`src/rtl/blockade_load_ctrl_if.sv`:
```
// Signal bundle between hps_io's ioctl download stream, the Blockade core's
// ROM download port, and the config/reset outputs of the load controller.
interface blockade_load_ctrl_if;
  logic        ioctl_download;
  logic        ioctl_wr;
  logic [7:0]  ioctl_index;
  logic [24:0] ioctl_addr;
  logic [7:0]  ioctl_dout;
  logic        user_reset;

  logic [13:0] dn_addr;
  logic [7:0]  dn_data;
  logic        dn_wr;
  logic [1:0]  game_mode;
  logic [7:0]  dip_sw0;
  logic        core_reset;
  logic        loading;
  logic        rom_ok;

  // Host side: hps_io / OSD drive the download stream and the user reset.
  modport master (
    output ioctl_download, ioctl_wr, ioctl_index, ioctl_addr, ioctl_dout, user_reset,
    input  dn_addr, dn_data, dn_wr, game_mode, dip_sw0, core_reset, loading, rom_ok
  );

  // Controller side.
  modport slave (
    input  ioctl_download, ioctl_wr, ioctl_index, ioctl_addr, ioctl_dout, user_reset,
    output dn_addr, dn_data, dn_wr, game_mode, dip_sw0, core_reset, loading, rom_ok
  );
endinterface

```
`src/rtl/blockade_load_ctrl.sv`:
```
// Blockade-family download sequencer: forwards ROM bytes to the core, latches
// game mode / DIP settings, and keeps the core in reset until a usable ROM exists.
module blockade_load_ctrl #(
  parameter int unsigned ROM_SIZE    = 16384,
  parameter int unsigned HOLD_CYCLES = 1024
) (
  input  logic                 clk,
  input  logic                 reset_n,
  blockade_load_ctrl_if.slave  bus
);

  typedef enum logic [1:0] {
    NOROM = 2'd0,
    LOAD  = 2'd1,
    HOLD  = 2'd2,
    RUN   = 2'd3
  } state_e;

  localparam logic [15:0] HOLD_LOAD  = 16'(HOLD_CYCLES - 1);
  localparam logic [24:0] ROM_LIMIT  = 25'(ROM_SIZE);
  localparam logic [7:0]  IDX_ROM    = 8'd0;
  localparam logic [7:0]  IDX_MODE   = 8'd1;
  localparam logic [7:0]  IDX_DIP    = 8'd254;

  state_e      state_q, state_d;
  logic [15:0] cnt_q, cnt_d;
  logic        nz_q, nz_d;
  logic        rom_ok_q, rom_ok_d;
  logic        core_reset_q;
  logic        loading_q;
  logic [13:0] dn_addr_q;
  logic [7:0]  dn_data_q;
  logic        dn_wr_q;
  logic [1:0]  game_mode_q;
  logic [7:0]  dip_sw0_q;

  logic dl_active;
  logic rom_wr;
  logic rom_fwd;
  logic rom_nz;
  logic cfg_at_zero;

  assign dl_active   = bus.ioctl_download && (bus.ioctl_index == IDX_ROM);
  assign rom_wr      = bus.ioctl_wr && dl_active;
  // rom_wr implies an index-0 download, so outside LOAD it also starts a load
  // on the same edge; forwarding therefore needs no extra state qualifier.
  assign rom_fwd     = rom_wr && (bus.ioctl_addr < ROM_LIMIT);
  assign rom_nz      = rom_fwd && (bus.ioctl_dout != 8'h00);
  assign cfg_at_zero = bus.ioctl_wr && (bus.ioctl_addr == 25'd0);

  always_comb begin
    // NOTE: every variable gets a default first so no path can infer a latch.
    state_d  = state_q;
    cnt_d    = cnt_q;
    nz_d     = nz_q;
    rom_ok_d = rom_ok_q;

    unique case (state_q)
      NOROM: begin
        if (dl_active) begin
          state_d = LOAD;
          nz_d    = rom_nz;
        end
      end

      LOAD: begin
        if (!dl_active) begin
          // A pending user_reset is absorbed here: HOLD starts with a full count anyway.
          if (nz_q) begin
            state_d  = HOLD;
            rom_ok_d = 1'b1;
            cnt_d    = HOLD_LOAD;
          end else begin
            state_d  = NOROM;
            rom_ok_d = 1'b0;
          end
        end else if (rom_nz) begin
          nz_d = 1'b1;
        end
      end

      HOLD: begin
        if (dl_active) begin
          state_d = LOAD;
          nz_d    = rom_nz;
        end else if (bus.user_reset) begin
          cnt_d = HOLD_LOAD;
        end else if (cnt_q == 16'd0) begin
          state_d = RUN;
        end else begin
          cnt_d = cnt_q - 16'd1;
        end
      end

      RUN: begin
        if (dl_active) begin
          state_d = LOAD;
          nz_d    = rom_nz;
        end else if (bus.user_reset) begin
          state_d = HOLD;
          cnt_d   = HOLD_LOAD;
        end
      end

      default: state_d = NOROM;
    endcase
  end

  // Outputs are registered from the next state so core_reset and loading
  // track the state register exactly, without a combinational path to the core.
  always_ff @(posedge clk or negedge reset_n) begin
    if (!reset_n) begin
      state_q      <= NOROM;
      cnt_q        <= 16'd0;
      nz_q         <= 1'b0;
      rom_ok_q     <= 1'b0;
      core_reset_q <= 1'b1;
      loading_q    <= 1'b0;
      dn_addr_q    <= 14'd0;
      dn_data_q    <= 8'd0;
      dn_wr_q      <= 1'b0;
      game_mode_q  <= 2'd0;
      dip_sw0_q    <= 8'd0;
    end else begin
      // NOTE: non-blocking assignments so every register samples pre-edge values.
      state_q      <= state_d;
      cnt_q        <= cnt_d;
      nz_q         <= nz_d;
      rom_ok_q     <= rom_ok_d;
      core_reset_q <= (state_d != RUN);
      loading_q    <= (state_d == LOAD);

      dn_wr_q <= rom_fwd;
      if (rom_fwd) begin
        dn_addr_q <= bus.ioctl_addr[13:0];
        dn_data_q <= bus.ioctl_dout;
      end

      if (cfg_at_zero && (bus.ioctl_index == IDX_MODE)) begin
        game_mode_q <= bus.ioctl_dout[1:0];
      end
      if (cfg_at_zero && (bus.ioctl_index == IDX_DIP)) begin
        dip_sw0_q <= bus.ioctl_dout;
      end
    end
  end

  assign bus.dn_addr    = dn_addr_q;
  assign bus.dn_data    = dn_data_q;
  assign bus.dn_wr      = dn_wr_q;
  assign bus.game_mode  = game_mode_q;
  assign bus.dip_sw0    = dip_sw0_q;
  assign bus.core_reset = core_reset_q;
  assign bus.loading    = loading_q;
  assign bus.rom_ok     = rom_ok_q;

endmodule

```
`src/flat_wrapper.sv`:
```
// flat-port wrapper written by rule: the top's interface ports become plain ports
module blockade_load_ctrl_flat 
#(
  parameter int unsigned ROM_SIZE    = 16384,
  parameter int unsigned HOLD_CYCLES = 1024
)
  (clk, reset_n, bus_ioctl_download, bus_ioctl_wr, bus_ioctl_index, bus_ioctl_addr, bus_ioctl_dout, bus_user_reset, bus_dn_addr, bus_dn_data, bus_dn_wr, bus_game_mode, bus_dip_sw0, bus_core_reset, bus_loading, bus_rom_ok);
  blockade_load_ctrl_if bus_i ();
  input  logic clk;
  input  logic reset_n;
  input wire logic [$bits(bus_i.ioctl_download)-1:0] bus_ioctl_download;
  input wire logic [$bits(bus_i.ioctl_wr)-1:0] bus_ioctl_wr;
  input wire logic [$bits(bus_i.ioctl_index)-1:0] bus_ioctl_index;
  input wire logic [$bits(bus_i.ioctl_addr)-1:0] bus_ioctl_addr;
  input wire logic [$bits(bus_i.ioctl_dout)-1:0] bus_ioctl_dout;
  input wire logic [$bits(bus_i.user_reset)-1:0] bus_user_reset;
  output wire logic [$bits(bus_i.dn_addr)-1:0] bus_dn_addr;
  output wire logic [$bits(bus_i.dn_data)-1:0] bus_dn_data;
  output wire logic [$bits(bus_i.dn_wr)-1:0] bus_dn_wr;
  output wire logic [$bits(bus_i.game_mode)-1:0] bus_game_mode;
  output wire logic [$bits(bus_i.dip_sw0)-1:0] bus_dip_sw0;
  output wire logic [$bits(bus_i.core_reset)-1:0] bus_core_reset;
  output wire logic [$bits(bus_i.loading)-1:0] bus_loading;
  output wire logic [$bits(bus_i.rom_ok)-1:0] bus_rom_ok;
  assign bus_i.ioctl_download = bus_ioctl_download;
  assign bus_i.ioctl_wr = bus_ioctl_wr;
  assign bus_i.ioctl_index = bus_ioctl_index;
  assign bus_i.ioctl_addr = bus_ioctl_addr;
  assign bus_i.ioctl_dout = bus_ioctl_dout;
  assign bus_i.user_reset = bus_user_reset;
  assign bus_dn_addr = bus_i.dn_addr;
  assign bus_dn_data = bus_i.dn_data;
  assign bus_dn_wr = bus_i.dn_wr;
  assign bus_game_mode = bus_i.game_mode;
  assign bus_dip_sw0 = bus_i.dip_sw0;
  assign bus_core_reset = bus_i.core_reset;
  assign bus_loading = bus_i.loading;
  assign bus_rom_ok = bus_i.rom_ok;
  blockade_load_ctrl #(.ROM_SIZE(ROM_SIZE), .HOLD_CYCLES(HOLD_CYCLES)) u_core (.clk(clk), .reset_n(reset_n), .bus(bus_i));
endmodule
```
`config.mk`:
```
export PLATFORM = sky130hd
export DESIGN_NAME = blockade_load_ctrl_flat
export DESIGN_NICKNAME = d
export VERILOG_FILES = /design/src/rtl/blockade_load_ctrl_if.sv /design/src/rtl/blockade_load_ctrl.sv /design/src/flat_wrapper.sv
export SDC_FILE = /design/constraint.sdc
export NUM_CORES = 1
export LEC_CHECK = 0
export BUFFER_PORTS_ARGS = -buffer_cell sky130_fd_sc_hd__buf_2
export CAP_MARGIN = 20
export CORE_UTILIZATION = 50
export DETAILED_ROUTE_END_ITERATION = 12
export PLACE_DENSITY = 0.76
export SYNTH_ARGS = -nofsm -noshare
export SYNTH_HDL_FRONTEND = slang
export SYNTH_SLANG_ARGS = --single-unit
```
`constraint.sdc`:
```
create_clock -name clk -period 3.3 [get_ports clk]
set_input_delay 0.495 -clock clk [delete_from_list [all_inputs] [get_ports clk]]
set_output_delay 0.495 -clock clk [all_outputs]
set_load 0.02 [all_outputs]
```
# Word-level counts from Yosys, hierarchy flattened
# Cells that the tools add are included.
[totals]
output_inout_bits = 36
ramBits = 0
in_bits = 46
latch_bits = 0
romBits = 0
elab_cells = 69
reg_bits = 55
n_memories = 0
[op_classes]
mux = 22
magnitude_cmp = 1
n_shift = 0
add_sub_neg = 1
reduce_logical = 17
n_bitwise = 1
multipliers = 0
div_mod_pow = 0
n_eq_ne = 16
[op_table]
columns = ["cell", "count"]
rows = [
  ["16-bit two-way mux", 7],
  ["16-bit case mux with 3 select lines", 1],
  ["25-bit zero test", 1],
  ["25-bit by 15-bit less-than comparator with 1-bit output, second input constant", 1],
  ["16-bit zero test", 1],
  ["2-bit two-way mux", 8],
  ["16-bit by 1-bit subtractor with 16-bit output, second input constant", 1],
  ["2-bit inequality test, second input constant", 5],
  ["8-bit by 1-bit equality test with 1-bit output, second input constant", 1],
  ["8-bit equality test, second input constant", 1],
  ["8-bit zero test", 1],
  ["2-bit by 1-bit inequality test with 1-bit output, second input constant", 4],
  ["2-bit case mux with 4 select lines", 1],
  ["8-bit nonzero test", 1],
  ["1-bit logical AND", 7],
  ["7-bit AND reduction", 1],
  ["2-bit by 1-bit equality test with 1-bit output, second input constant", 2],
  ["2-bit equality test, second input constant", 2],
  ["1-bit two-way mux", 4],
  ["3-bit inequality test, second input constant", 1],
  ["3-bit AND reduction", 1],
  ["3-bit nonzero test", 1],
  ["3-bit OR reduction", 1],
  ["2-bit zero test", 1],
  ["other kinds (3)", 3],
]

# Longest topological paths before layout
# Gate-level depths: netlist of the first run.
[depth]
word_depth = 8
mapped_depth = 7
ltp_nobuf = 7

# Worst setup path after synthesis of the first run
# No wires, ideal clock.
[synth_path]
path_type = "input port to flip-flop"
from = "in bus_ioctl_addr[24]"
to = "reg u_core.dip_sw0_q[0] (netlist: u_core.bus.dip_sw0[0])"
setup_ns = 0.125
required_time_ns = 3.175
setup_slack_ns = 1.189
n_path_buf = 0
arrival_time_ns = 1.986
path_stages = 4
path_cell_list = "nor4b_1 > nand3_1 > nor4_2 > mux2_2"
[synth_between]
elab_chain_len = 3
[synth_rtl]
columns = ["element", "line_no", "text"]
rows = [
  ["start: declaration", "flat_wrapper.sv:14", "input wire logic [$bits(bus_i.ioctl_addr)-1:0] bus_ioctl_addr;"],
  ["25-bit zero test", "blockade_load_ctrl.sv:49", "assign cfg_at_zero = bus.ioctl_wr && (bus.ioctl_addr == 25'd0);"],
  ["1-bit logical AND", "blockade_load_ctrl.sv:49", ""],
  ["1-bit logical AND", "blockade_load_ctrl.sv:142", "if (cfg_at_zero && (bus.ioctl_index == IDX_DIP)) begin"],
  ["end signal: assignment", "blockade_load_ctrl.sv:143", "dip_sw0_q <= bus.ioctl_dout;"],
  ["end: declaration", "blockade_load_ctrl.sv:35", "logic [7:0] dip_sw0_q;"],
]
# Every way passes these cells.
# A chain may end at the register's enable or synchronous reset.

# Worst setup path in the final report of the first run
[layout_path]
from = "reg u_core.cnt_q[9]"
to = "reg u_core.cnt_q[5]"
[layout_between]
elab_chain_len = 3
[layout_rtl]
columns = ["element", "line_no", "text"]
rows = [
  ["start: declaration", "blockade_load_ctrl.sv:26", "logic [15:0] cnt_q, cnt_d;"],
  ["start signal: assignment", "blockade_load_ctrl.sv:127", "cnt_q <= cnt_d;"],
  ["16-bit zero test", "blockade_load_ctrl.sv:88", "end else if (cnt_q == 16'd0) begin"],
  ["3-bit inequality test (no line)", "--", ""],
  ["7-bit AND reduction (no line)", "--", ""],
]
# Every way passes these cells.

==> results of run 1 <==
[power breakdown]
part	internal (mW)	total (mW)	leakage [nW]	switching (mW)
Clock	0.230	0.456	0.0587	0.226
Combinational	0.0379	0.0919	0.776	0.0540
Sequential	0.680	0.686	0.712	0.00625
Total	0.948	1.23	1.55	0.286
[critical path, stage by stage, from the launching register on]
cell and delay [ps]:
dfrtp_1 440, nor4_1 520, nand4_1 410, nor2_4 320, nor4_1 80, mux2_2 280
[logic make-up (layout without fill, tap and decap cells)]
logic type / count (synthesis) / in the layout
buf+inv: 9 / 97
flops: 55 / 55
fa+ha+maj: 1 / 1
mux: 39 / 39
compound gates: 24 / 24
simple gates: 86 / 86
[area by class of cell]
class / instances / area (sq um) / share of cell area
inverters: 4 / 15.0 / 0.00478
repair buffers: 85 / 435 / 0.139
clock buffers: 5 / 68.8 / 0.0219
flip-flops and latches: 55 / 1380 / 0.439
clock inverters: 3 / 47.5 / 0.0151
multi-input cells: 150 / 1110 / 0.354
well taps: 67 / 83.8 / 0.0267
[cell usage in the layout, fill, tap and decap left out, types with 2 or more instances in the layout]
cell      synthesis  layout
clkbuf_8          0       5
nand4_1           4       4
inv_1             4       4
nor3_1            3       3
a21oi_1           5       5
nand3_1          11      11
a31oi_1           2       2
nor2_1            9       8
mux2_2           36      36
dfrtp_1          54      54
nor4_1           14      14
nand2b_1          7       7
buf_2             2      81
buf_4             0       4
nor2b_1           3       3
nand2_1          19      19
or3_2             2       2
mux2i_1           3       3
o22a_1            2       2
nor4_2            2       2
o21ai_0           7       7
[sequential cells by signal, indices dropped and copies added, names as in the netlist]
signal / cells
u_core.cnt_q: 16
u_core.bus.dn_addr: 14
u_core.bus.dip_sw0: 8
u_core.bus.dn_data: 8
u_core.bus.game_mode: 2
u_core.state_q: 2
u_core.bus.core_reset: 1
u_core.bus.dn_wr: 1
u_core.bus.loading: 1
u_core.bus.rom_ok: 1
u_core.nz_q: 1
[Yosys cell counts, types with 2 or more instances]
master	number	share of area
a21oi_1	5	0.0099
a31oi_1	2	0.0049
buf_2	2	0.0040
clkbuf_1	2	0.0030
dfrtp_1	54	0.53
inv_1	4	0.0059
mux2_2	36	0.16
mux2i_1	3	0.012
nand2_1	19	0.028
nand2b_1	7	0.017
nand3_1	11	0.022
nand4_1	4	0.0099
nor2_1	9	0.013
nor2b_1	3	0.0074
nor3_1	3	0.0059
nor4_1	14	0.035
nor4_2	2	0.0099
o21ai_0	7	0.014
o22a_1	2	0.0069
or3_2	2	0.0059
[per-stage QoR]
step	hold WS (ps)	std cells	util	setup WS, ps	area, sq um
2_1_floorplan	199	214	-	1190	2530
3_3_place_gp	483	361	0.632	1080	3020
3_5_place_dp	489	361	0.632	966	3020
4_1_cts	153	369	0.656	1140	3140
5_1_grt	177	369	0.656	997	3140
6_report	138	369	0.656	1140	3140
[routing by layer]
layer / track usage / vias to the layer above / share of wire
met5: 0 / - / 0
met4: 0.0588 / 0 / 0.011
met3: 0.0635 / 5 / 0.065
met2: 0.352 / 62 / 0.48
met1: 0.275 / 937 / 0.45
li1: - / 967 / -
[worst min-delay path by stage]
stage | endpoint | cells after the start | slack, ps | startpoint
finish | u_core.cnt_q[3]$_DFFE_PN0P_ | 1 | 140 | reset_n
global route | u_core.cnt_q[13]$_DFFE_PN0P_ | 1 | 180 | reset_n
CTS | u_core.cnt_q[3]$_DFFE_PN0P_ | 1 | 150 | reset_n
detailed placement | u_core.bus.dn_data[7]$_DFFE_PN0P_ | 1 | 490 | u_core.bus.dn_data[7]$_DFFE_PN0P_
global placement | u_core.bus.dn_data[7]$_DFFE_PN0P_ | 1 | 480 | u_core.bus.dn_data[7]$_DFFE_PN0P_
floorplan | u_core.bus.dip_sw0[0]$_DFFE_PN0P_ | 0 | 200 | reset_n
==> metrics.md, run 1 <==
| Metric | Value |
|---|---|
| First-pass GRT wire length | just under 9000 um |
| Syn-to-layout area delta | 24.1% |
| DRC Markers | 0 |
| IO Port Bufs | 81 |
| CTS max path bufs | 2 |
| Pin count of the biggest net entering global routing | 33 |
| Number of global-route vias before repair | 1,963 |
| GR Util All Layers | 0.214 |
| CTS tree | done |
| Mapped Area | between 2000 and 3000 sq um |
| Status | finished clean |
| Crit path kind | flop to flop |
| FP Rows | 25 |
| Setup-failing EPs final | 0 |
| Warnings, synthesis | 0 |
| Flops & latches, synth | 55 |
| Mean post-synth cell area | 11.8 sq um |
| Setup tns final | 0 ps |
| DR iter-0 viols | roughly 100 |
| CP required | between 3000 and 4000 ps |
| Remaining Overflow, GRT | 0 |
| Core ar. | roughly 4800 sq um |
| Wire length per cell | 14.0 um |
| H-Tree Depth | 2 |
| DR vias | 1,971 |
| # IOs | 82 |
| Antenna viol nets, final | 0 |
| EDFF count, synth | 0 |
| Asr flop ratio synth | 1.00 |
| Cells on worst reg2reg path | 5 |
| CP Max Fanout | 9 |
| Power density over cell area | 393 nW/um^2 |
| Compound-gate portion of the synthesized area | 0.0662 |
| Mapped Nets | between 200 and 300 |
| Least-Margin Pin Slew | between 700 and 800 ps |
| N_diodes | 0 |
| Final net count | 348 |
| Synth Area in XOR/XNOR | 0 |
| Max cap viols | 0 |
| Final period util | 0.656 |
| Layout Skew | a little under 8 ps |
| Hold crit path type | input pin to asynchronous set/reset pin |
| Via-to-Cell Ratio | 5.34 |
| Clock sink count | 55 |
| GPL Wtd Cong | 0.804 |
| Final min period | ~2200 ps |
| 1st-pass router iterations | 4 |
| Worst vdd ir | ~290 uV |
| Cts repair resizes | 0 |
| Setup crit end kind | flop |
| Largest family of logic cells by synthesized area | simple AND/OR/NAND/NOR gates |
| CTS buffer count | 5 |
| Die Ht | between 70 and 80 um |
| Post-Route WL | 5170 um |
| CTS clk-pin slew, worst paths | 100 ps |
| Initial core utilization | 0.529 |
| Synth Area in Simple Gates | 0.195 |
| Total Power | between 1 and 1.5 mW |
| Crit path arrival time | between 2000 and 2500 ps |
| Hpwl dp | between 3000 and 4000 um |
| Static Leakage | roughly 1.5 nW |
| Mux contribution to synthesized area | 0.172 |
| Crit path from | u_core.cnt_q[9]$_DFFE_PN0P_ |
| Initial antenna violation count | 0 |
| Unrepaired setup endpoints after global routing | false |
| Startpoint Class | flop |
| Post-CTS Setup Inserts | 0 |
| DIE WIDTH | about 73 um |
| Synth Flop Type | dfrtp_1 |
| Hold Vio Cnt, Final | 0 |
| R2r endpoint | u_core.cnt_q[5]$_DFFE_PN0P_ |
| CTS root buffer | clkbuf_8 |
| Crit path to | u_core.cnt_q[5]$_DFFE_PN0P_ |
| Adder-cell share of the synthesized area | 0.00494 |
| Maximum clock rate | 0.462 GHz |
| Fillers | 368 |
| R2r setup slk | ~1100 ps |
| Hold_buf cts | 0 |
| Clk Latency, worst-skew pair | ~310 ps |
| Post-synthesis sequential area ratio | 0.544 |
| Slew Limit Fails | 0 |
| Die area | approximately 5400 sq um |
| Ratio of cells with drive above 1 in the final layout | 0.470 |
| Count of cell types in the netlist | 43 |
| RR Startpoint | u_core.cnt_q[9]$_DFFE_PN0P_ |
| Mapped Cells | 214 |
| Slew HR | 0.494 |
No activity file was read; power rests on OpenSTA's default activity.
==> inputs of run 2 (changes only) <==
--- a/config.mk
+++ b/config.mk
@@ -5,11 +5,12 @@
 export SDC_FILE = /design/constraint.sdc
 export NUM_CORES = 1
 export LEC_CHECK = 0
+export ABC_AREA = 1
 export BUFFER_PORTS_ARGS = -buffer_cell sky130_fd_sc_hd__buf_2
 export CAP_MARGIN = 20
 export CORE_UTILIZATION = 50
 export DETAILED_ROUTE_END_ITERATION = 12
-export PLACE_DENSITY = 0.76
+export PLACE_DENSITY = 0.74
 export SYNTH_ARGS = -nofsm -noshare
 export SYNTH_HDL_FRONTEND = slang
 export SYNTH_SLANG_ARGS = --single-unit
==> constraint.sdc (replaced) <==
create_clock -name clk -period 2.1 [get_ports clk]
set_input_delay 0.315 -clock clk [delete_from_list [all_inputs] [get_ports clk]]
set_output_delay 0.315 -clock clk [all_outputs]
set_load 0.02 [all_outputs]
==> run 2 against run 1 <==
- combinational power up 13%
- sequential share of layout area down 4.0 points
- non-clock buffer count is 4 higher
- largest power group unchanged
- synthesized area up 13%
- cell count up 46%
- global-route usage rose by 2.0 points
==> metrics.md, run 2 <==
| Metric | Value |
|---|---|
| Slowest-stage cell, CP | dfrtp_1 |
| Final WS setup | 302 ps (-834 ps) |
| Mean post-synth cell area | 7.49 sq um (-37%) |
| Layout Skew | 6.96 ps (-0.775 ps) |
| Setup crit end kind | flop |
| Cts repair resizes | 0 (unchanged) |
| Least-Margin Pin Slew | 589 ps (-167 ps) |
| Wire length per cell | 11.9 um (-15%) |
| CTS buffer count | 5 (unchanged) |
| Mapped Cells | 381 (+78%) |
| Total Power | 1.74 mW (+41%) |
| Final min period | 1800 ps (-366 ps) |
| Hold Startpoint | bus_ioctl_addr[10] |
| Via-to-Cell Ratio | 4.91 (-8.1%) |
| EDFF count, synth | 0 (unchanged) |
| Fillers | 547 (+49%) |
| Largest register FFs | 16 (unchanged) |
| GR Util All Layers | 0.234 (+0.0199) |
| Mapped Area | 2850 sq um (+13%) |
| Unrepaired setup endpoints after global routing | false |
| Crit path from | u_core.cnt_q[0]$_DFFE_PN0P_ |
| Crit path kind | flop to flop |
| Util after Layout | 0.628 (-0.0286) |
| Slew Limit Fails | 0 (unchanged) |
| GPL Wtd Cong | 0.856 (+6.5%) |
| Initial antenna violation count | 0 (unchanged) |
| Crit-path cells | inv_1, ha_1, nand2_2, nor2_4, nand3_2, nand2_2, nor2_4, inv_2, nand2_1, nand2_1 |
| First-pass GRT wire length | 11,300 um (+29%) |
| Post-route cell area | 3460 sq um (+10%) |
| N_diodes | 0 (unchanged) |
| Hold crit path type | input pin to flop |
| DRC Markers | 0 (unchanged) |
| Top reg by flops | u_core.cnt_q |
| CTS max path bufs | 2 (unchanged) |
| Post-synthesis sequential area ratio | 0.483 (-0.0613) |
| Hold Slack | 226 ps (+87.7 ps) |
| Yosys top cell area share | 0.474 (-0.0602) |
| Final net count | 515 (+48%) |
| Static Leakage | 1.96 nW (+27%) |
| Multi-input logic area | 1220 sq um (+10%) |
| Die Ht | 77.5 um (+6.0%) |
| Critical path buffer and inverter count | 2 (+2) |
| CTS clk-pin slew, worst paths | 90 ps (about the same) |
| Non-Filler Instances | 540 (+46%) |
| Number of global-route vias before repair | 2,603 (+33%) |
| Initial core utilization | 0.518 (-0.0108) |
| FP Rows | 27 (+8.0%) |
| Warnings, synthesis | 0 (unchanged) |
| 1st-pass router iterations | 4 (unchanged) |
| Remaining Overflow, GRT | 0 (unchanged) |
| Crit-path max cell delay | 390 ps (-130 ps) |
| Commonest non-fill, non-tap cell in the layout | nand2_1 |
| CTS tree | done |
| Hpwl dp | 5020 um (+27%) |
| Asr flop ratio synth | 1.00 (unchanged) |
| Syn-to-layout area delta | 21.1% |
| Post-CTS Setup Inserts | 0 (unchanged) |
| CTS root buffer | clkbuf_8 |
| Flops & latches, synth | 55 (unchanged) |
| Worst vdd ir | 316 uV (+7.0%) |
| DR vias | 2,650 (+34%) |
| IO Port Bufs | 81 (unchanged) |
| Max cap viols | 0 (unchanged) |
| DR iter-0 viols | 148 (+47%) |
| Setup tns final | 0 ps (unchanged) |
| Power density over cell area | 504 nW/um^2 (+28%) |
| CP Max Fanout | 8 (-1) |
| Slew HR | 0.606 (+0.112) |
| Post-Route WL | 6420 um (+24%) |
| Reg area | 1380 sq um (unchanged) |
| Final period util | 0.856 (+0.200) |
| Status | finished clean |
| Most frequent cells in the layout | nand2_1 (127), buf_2 (81), dfrtp_1 (54) |
| H-Tree Depth | 2 (unchanged) |
| Core ar. | 5510 sq um (+15%) |
| Die area | 6010 sq um (+12%) |
| Hold_buf cts | 1 (+1) |
| Mapped Nets | 428 (+64%) |
| Pin count of the biggest net entering global routing | 41 (+24%) |
| Post-synth top cells | nand2_1 (127), dfrtp_1 (54), inv_1 (47) |
| RR Startpoint | u_core.cnt_q[0]$_DFFE_PN0P_ |
| Area after DPL | 3360 sq um (+11%) |
| Antenna viol nets, final | 0 (unchanged) |
| Clock sink count | 55 (unchanged) |
| Clk Latency, worst-skew pair | 300 ps (about the same) |
| Startpoint Class | flop |
| Setup-failing EPs final | 0 (unchanged) |
| Place WS | 303 ps (-663 ps) |
| CP required | 2290 ps (-1210 ps) |
| Count of cell types in the netlist | 26 (-40%) |
| Hold Vio Cnt, Final | 0 (unchanged) |
| Placed cells | 532 (+47%) |
| Count leader, synth | nand2_1 |
| Largest area contributor in the synthesized netlist | dfrtp_1 |
| DIE WIDTH | 77.5 um (+6.0%) |
| Maximum clock rate | 0.556 GHz (+20%) |
| Delay-heaviest family, CP | simple AND/OR/NAND/NOR gates |
| # IOs | 82 (unchanged) |
| Crit path arrival time | 1990 ps (-370 ps) |
| Ratio of cells with drive above 1 in the final layout | 0.271 (-0.199) |
| Synth area leaders | dfrtp_1 (47%), nand2_1 (17%), inv_1 (6.2%), nand3_1 (5.3%), nor2_1 (4.9%) |
| Synth Flop Type | dfrtp_1 |
==> run 2: cell types whose count changed after synthesis, sizes merged, moves of 7 or more <==
cell	change
nand2	+116
inv	+47
mux2	-36
nor2	+33
o21ai	+25
nand3	+21
nor4	-15
nand4	+8
nand2b	-7
==> run 2: kinds of logic after synthesis <==
group                      synth area share
DFF                                   0.483
AOI/OAI and AO/OA                    0.0719
adders and majority gates           0.00439
buffers and inverters                0.0882
and+or+nand+nor                       0.353
==> run 2: power breakdown <==
| group | switching, mW | leakage, nW | internal (mW) |
|---|---|---|---|
| logic | 0.0613 | 1.19 | 0.0431 |
| registers | 0.000914 | 0.723 | 1.06 |
| clock network | 0.317 | 0.0470 | 0.260 |
| total | 0.380 | 1.96 | 1.36 |
==> run 2: worst register-to-register path, delay by kind of cell (launching register included) <==
kind	cells	cell delay, ps
flops	1	390
buf+inv	2	260
simple gates	7	750
fa+ha+maj	1	280
==> run 2: final timing paths <==
kind / endpoint / cells after the start / slack (ps)
max in group asynchronous: u_core.bus.dn_addr[0]$_DFFE_PN0P_ / 3 / 1040
hold reg to reg: u_core.bus.dip_sw0[6]$_DFFE_PN0P_ / 2 / 480
hold / removal: u_core.bus.dn_addr[10]$_DFFE_PN0P_ / 3 / 230
setup reg to reg: u_core.cnt_q[9]$_DFFE_PN0P_ / 10 / 300
min in group asynchronous: u_core.cnt_q[7]$_DFFE_PN0P_ / 2 / 430
setup / recovery: u_core.cnt_q[9]$_DFFE_PN0P_ / 10 / 300
==> run 2: final cells by class <==
cell class	instances	share of cell area
timing repair buffer	89	0.139
multi-input combinational	265	0.354
clock buffer	6	0.0239
sequential	55	0.399
clock inverter	1	0.00145
inverter	52	0.0568
tap	72	0.0261
==> run 2: layer usage <==
metal / global-route usage / share of wire
met4: 0.0679 / 0.011
met1: 0.282 / 0.43
met3: 0.0506 / 0.046
met5: 0 / 0
met2: 0.417 / 0.51
==> inputs of run 3 (changes only) <==
--- a/config.mk
+++ b/config.mk
@@ -11,6 +11,7 @@
 export CORE_UTILIZATION = 50
 export DETAILED_ROUTE_END_ITERATION = 12
 export PLACE_DENSITY = 0.74
+export SETUP_SLACK_MARGIN = 0.5
 export SYNTH_ARGS = -nofsm -noshare
 export SYNTH_HDL_FRONTEND = slang
 export SYNTH_SLANG_ARGS = --single-unit
==> run 3 against run 2 <==
- register-to-register slack improved by 220 ps
- core utilization grew 2.9 points
- global-route usage increased by 0.23 points
- maximum frequency is 14% higher
- flip-flop and latch count unchanged
- via count is 2.0% higher
- critical path depth unchanged
- final area up 4.6%
- sequential share of layout area decreased by 1.8 points
- combinational power is essentially flat
- power increased by 0.27%
- setup slack improved by 220 ps
- highest routed layer unchanged
==> metrics.md, run 3 (same netlist as run 2, synthesis figures left out) <==
| Metric | Value |
|---|---|
| Status | finished clean |
| Sequential Power Share | 0.607 (-0.002) |
| 1st-pass router iterations | 4 (unchanged) |
| Maximum clock rate | 0.633 GHz (+14%) |
| Commonest non-fill, non-tap cell in the layout | nand2_1 |
| CTS root buffer | clkbuf_8 |
| # IOs | 82 (unchanged) |
| DRC Markers | 0 (unchanged) |
| Wire length per cell | 12.2 um (+2.6%) |
| DR iter-0 viols | 136 (-8.1%) |
| Cells on worst reg2reg path | 10 (unchanged) |
| Die area | 6010 sq um (unchanged) |
| GR Util All Layers | 0.236 (+0.00229) |
| Critical path buffer and inverter count | 2 (unchanged) |
| CP Max Fanout | 7 (-1) |
| Slew HR | 0.771 (+0.165) |
| Static Leakage | 2.05 nW (+4.6%) |
| Initial antenna violation count | 0 (unchanged) |
| Power density over cell area | 483 nW/um^2 (-4.2%) |
| Util after Layout | 0.657 (+0.0291) |
| Largest register FFs | 16 (unchanged) |
| Syn-to-layout area delta | 26.8% |
| Worst hold endpoint | u_core.bus.dn_addr[7]$_DFFE_PN0P_ |
| Setup crit end kind | flop |
| Slowest-stage cell, CP | dfrtp_1 |
| Hpwl dp | 5020 um (unchanged) |
| Post-Route WL | 6690 um (+4.3%) |
| Final period util | 0.752 (-0.104) |
| Core ar. | 5510 sq um (unchanged) |
| Most frequent cells in the layout | nand2_1 (123), buf_2 (81), dfrtp_1 (54) |
| First-pass GRT wire length | 11,500 um (+1.1%) |
| RR Startpoint | u_core.cnt_q[6]$_DFFE_PN0P_ |
| Setup-failing EPs final | 0 (unchanged) |
| GPL Wtd Cong | 0.856 (unchanged) |
| Sw frac | 0.220 (+0.00205) |
| Number of global-route vias before repair | 2,634 (+1.2%) |
| Final min period | 1580 ps (-219 ps) |
| Hold Vio Cnt, Final | 0 (unchanged) |
| Setup tns final | 0 ps (unchanged) |
| IO Port Bufs | 81 (unchanged) |
| Die Ht | 77.5 um (unchanged) |
| Combinational fraction of design power | 0.060 (about the same) |
| Crit-path cells | nor2_2, nand2_1, nor2_1, nand3_2, nand2_2, nor2_4, buf_12, buf_12, nand2_1, o21ai_2 |
| Crit path arrival time | 1780 ps (-210 ps) |
| Internal Pwr Total | 1.36 mW (about the same) |
| Clock sink count | 55 (unchanged) |
| Startpoint Class | flop |
| Delay-heaviest family, CP | simple AND/OR/NAND/NOR gates |
| Fillers | 532 (-2.7%) |
| Worst vdd ir | 318 uV (+0.66%) |
| R2r setup slk | 520 ps (+220 ps) |
| Hold path depth | 3 (unchanged) |
| Least-Margin Pin Slew | 341 ps (-248 ps) |
| Hold crit path type | input pin to flop |
| Remaining Overflow, GRT | 0 (unchanged) |
| Area after DPL | 3360 sq um (unchanged) |
| Initial core utilization | 0.518 (unchanged) |
| H-Tree Depth | 2 (unchanged) |
| R2r endpoint | u_core.cnt_q[1]$_DFFE_PN0P_ |
| Hold Startpoint | bus_ioctl_addr[7] |
| Crit-path max cell delay | 420 ps (+30 ps) |
| Max cap viols | 0 (unchanged) |
| DR vias | 2,704 (+2.0%) |
| Via-to-Cell Ratio | 4.93 (+0.36%) |
| CP required | 2300 ps (about the same) |
| Ratio of cells with drive above 1 in the final layout | 0.308 (+0.0368) |
| Clock network power share | 0.333 (+0.002) |
| DIE WIDTH | 77.5 um (unchanged) |
| Post-route cell area | 3620 sq um (+4.6%) |
| Slew Limit Fails | 0 (unchanged) |
| Pin count of the biggest net entering global routing | 41 (unchanged) |
| Crit path kind | flop to flop |
| Clk Latency, worst-skew pair | 300 ps (about the same) |
| Top reg by flops | u_core.cnt_q |
| Layout Skew | 7.65 ps (+0.691 ps) |
| Final net count | 524 (+1.7%) |
| N_diodes | 0 (unchanged) |
| CTS clk-pin slew, worst paths | 90 ps (about the same) |
| Net Sw Power | 0.384 mW (+1.2%) |
| Antenna viol nets, final | 0 (unchanged) |
| CTS tree | done |
| CTS max path bufs | 2 (unchanged) |
| FP Rows | 27 (unchanged) |
| Hold Slack | 227 ps (+0.841 ps) |
| Unrepaired setup endpoints after global routing | true |
| CTS buffer count | 5 (unchanged) |
==> run 3: changes by cell type in the layout (fill, tap and decap cells not counted), sizes merged <==
cell,delta
buf,+8
clkbuf,+1
==> run 3: what timing repair did <==
action | CTS | global route
resized for setup | 3 | 15
setup endpoints to repair | 16 | 24
pin swaps | 2 | 9
cloned | 0 | 1
buffers inserted | 4 | 4
endpoints found under the hold margin | 12 | 0
hold buffers | 1 | 0
==> run 3: how the worst max path moves through the flow <==
stage / startpoint / endpoint / slack, ps / cells after the start
floorplan: u_core.cnt_q[0]$_DFFE_PN0P_ / u_core.cnt_q[0]$_DFFE_PN0P_ / 560 / 10
global placement: u_core.cnt_q[0]$_DFFE_PN0P_ / u_core.cnt_q[14]$_DFFE_PN0P_ / 320 / 10
detailed placement: u_core.cnt_q[0]$_DFFE_PN0P_ / u_core.cnt_q[9]$_DFFE_PN0P_ / 300 / 10
CTS: u_core.cnt_q[0]$_DFFE_PN0P_ / u_core.cnt_q[3]$_DFFE_PN0P_ / 510 / 10
global route: u_core.cnt_q[9]$_DFFE_PN0P_ / u_core.cnt_q[0]$_DFFE_PN0P_ / 440 / 10
finish: u_core.cnt_q[6]$_DFFE_PN0P_ / u_core.cnt_q[1]$_DFFE_PN0P_ / 520 / 10
==> run 3: per-stage QoR <==
stage	worst slack, ps	std cells	power [mW]
2_1_floorplan	559	381	1.11
3_3_place_gp	316	532	1.18
3_5_place_dp	303	532	1.19
4_1_cts	507	544	1.76
5_1_grt	439	549	1.82
6_report	521	549	1.75
==> run 3: final cells by class <==
| cell class | instances | area (sq um) | area share |
|---|---|---|---|
| Sequential cell | 55 | 1380 | 0.381 |
| Multi-Input combinational cell | 265 | 1280 | 0.353 |
| Inverter | 52 | 199 | 0.0550 |
| Clock buffer | 6 | 82.6 | 0.0228 |
| Timing Repair Buffer | 98 | 586 | 0.162 |
| Tap cell | 72 | 90.1 | 0.0249 |
| Clock inverter | 1 | 5.00 | 0.00138 |
==> run 3: power groups by stage <==
stage	logic, mW	registers [mW]	clock network [mW]
CTS	0.106	1.06	0.594
finish	0.105	1.06	0.581
global route	0.121	1.06	0.633
global placement	0.103	1.08	0
floorplan	0.0246	1.08	0
detailed placement	0.105	1.08	0
==> run 3: tightest hold or removal path: stages <==
cell	delay, ps
buf_2	90
nand2_1	50
nand2_1	50
==> run 3: routing by layer <==
| layer | global-route usage | part of all wire | routed length [um] |
|---|---|---|---|
| met5 | 0 | 0 | 0 |
| met4 | 0.0717 | 0.019 | 125 |
| met3 | 0.0506 | 0.049 | 330 |
| met1 | 0.285 | 0.43 | 2870 |
| met2 | 0.420 | 0.50 | 3370 |
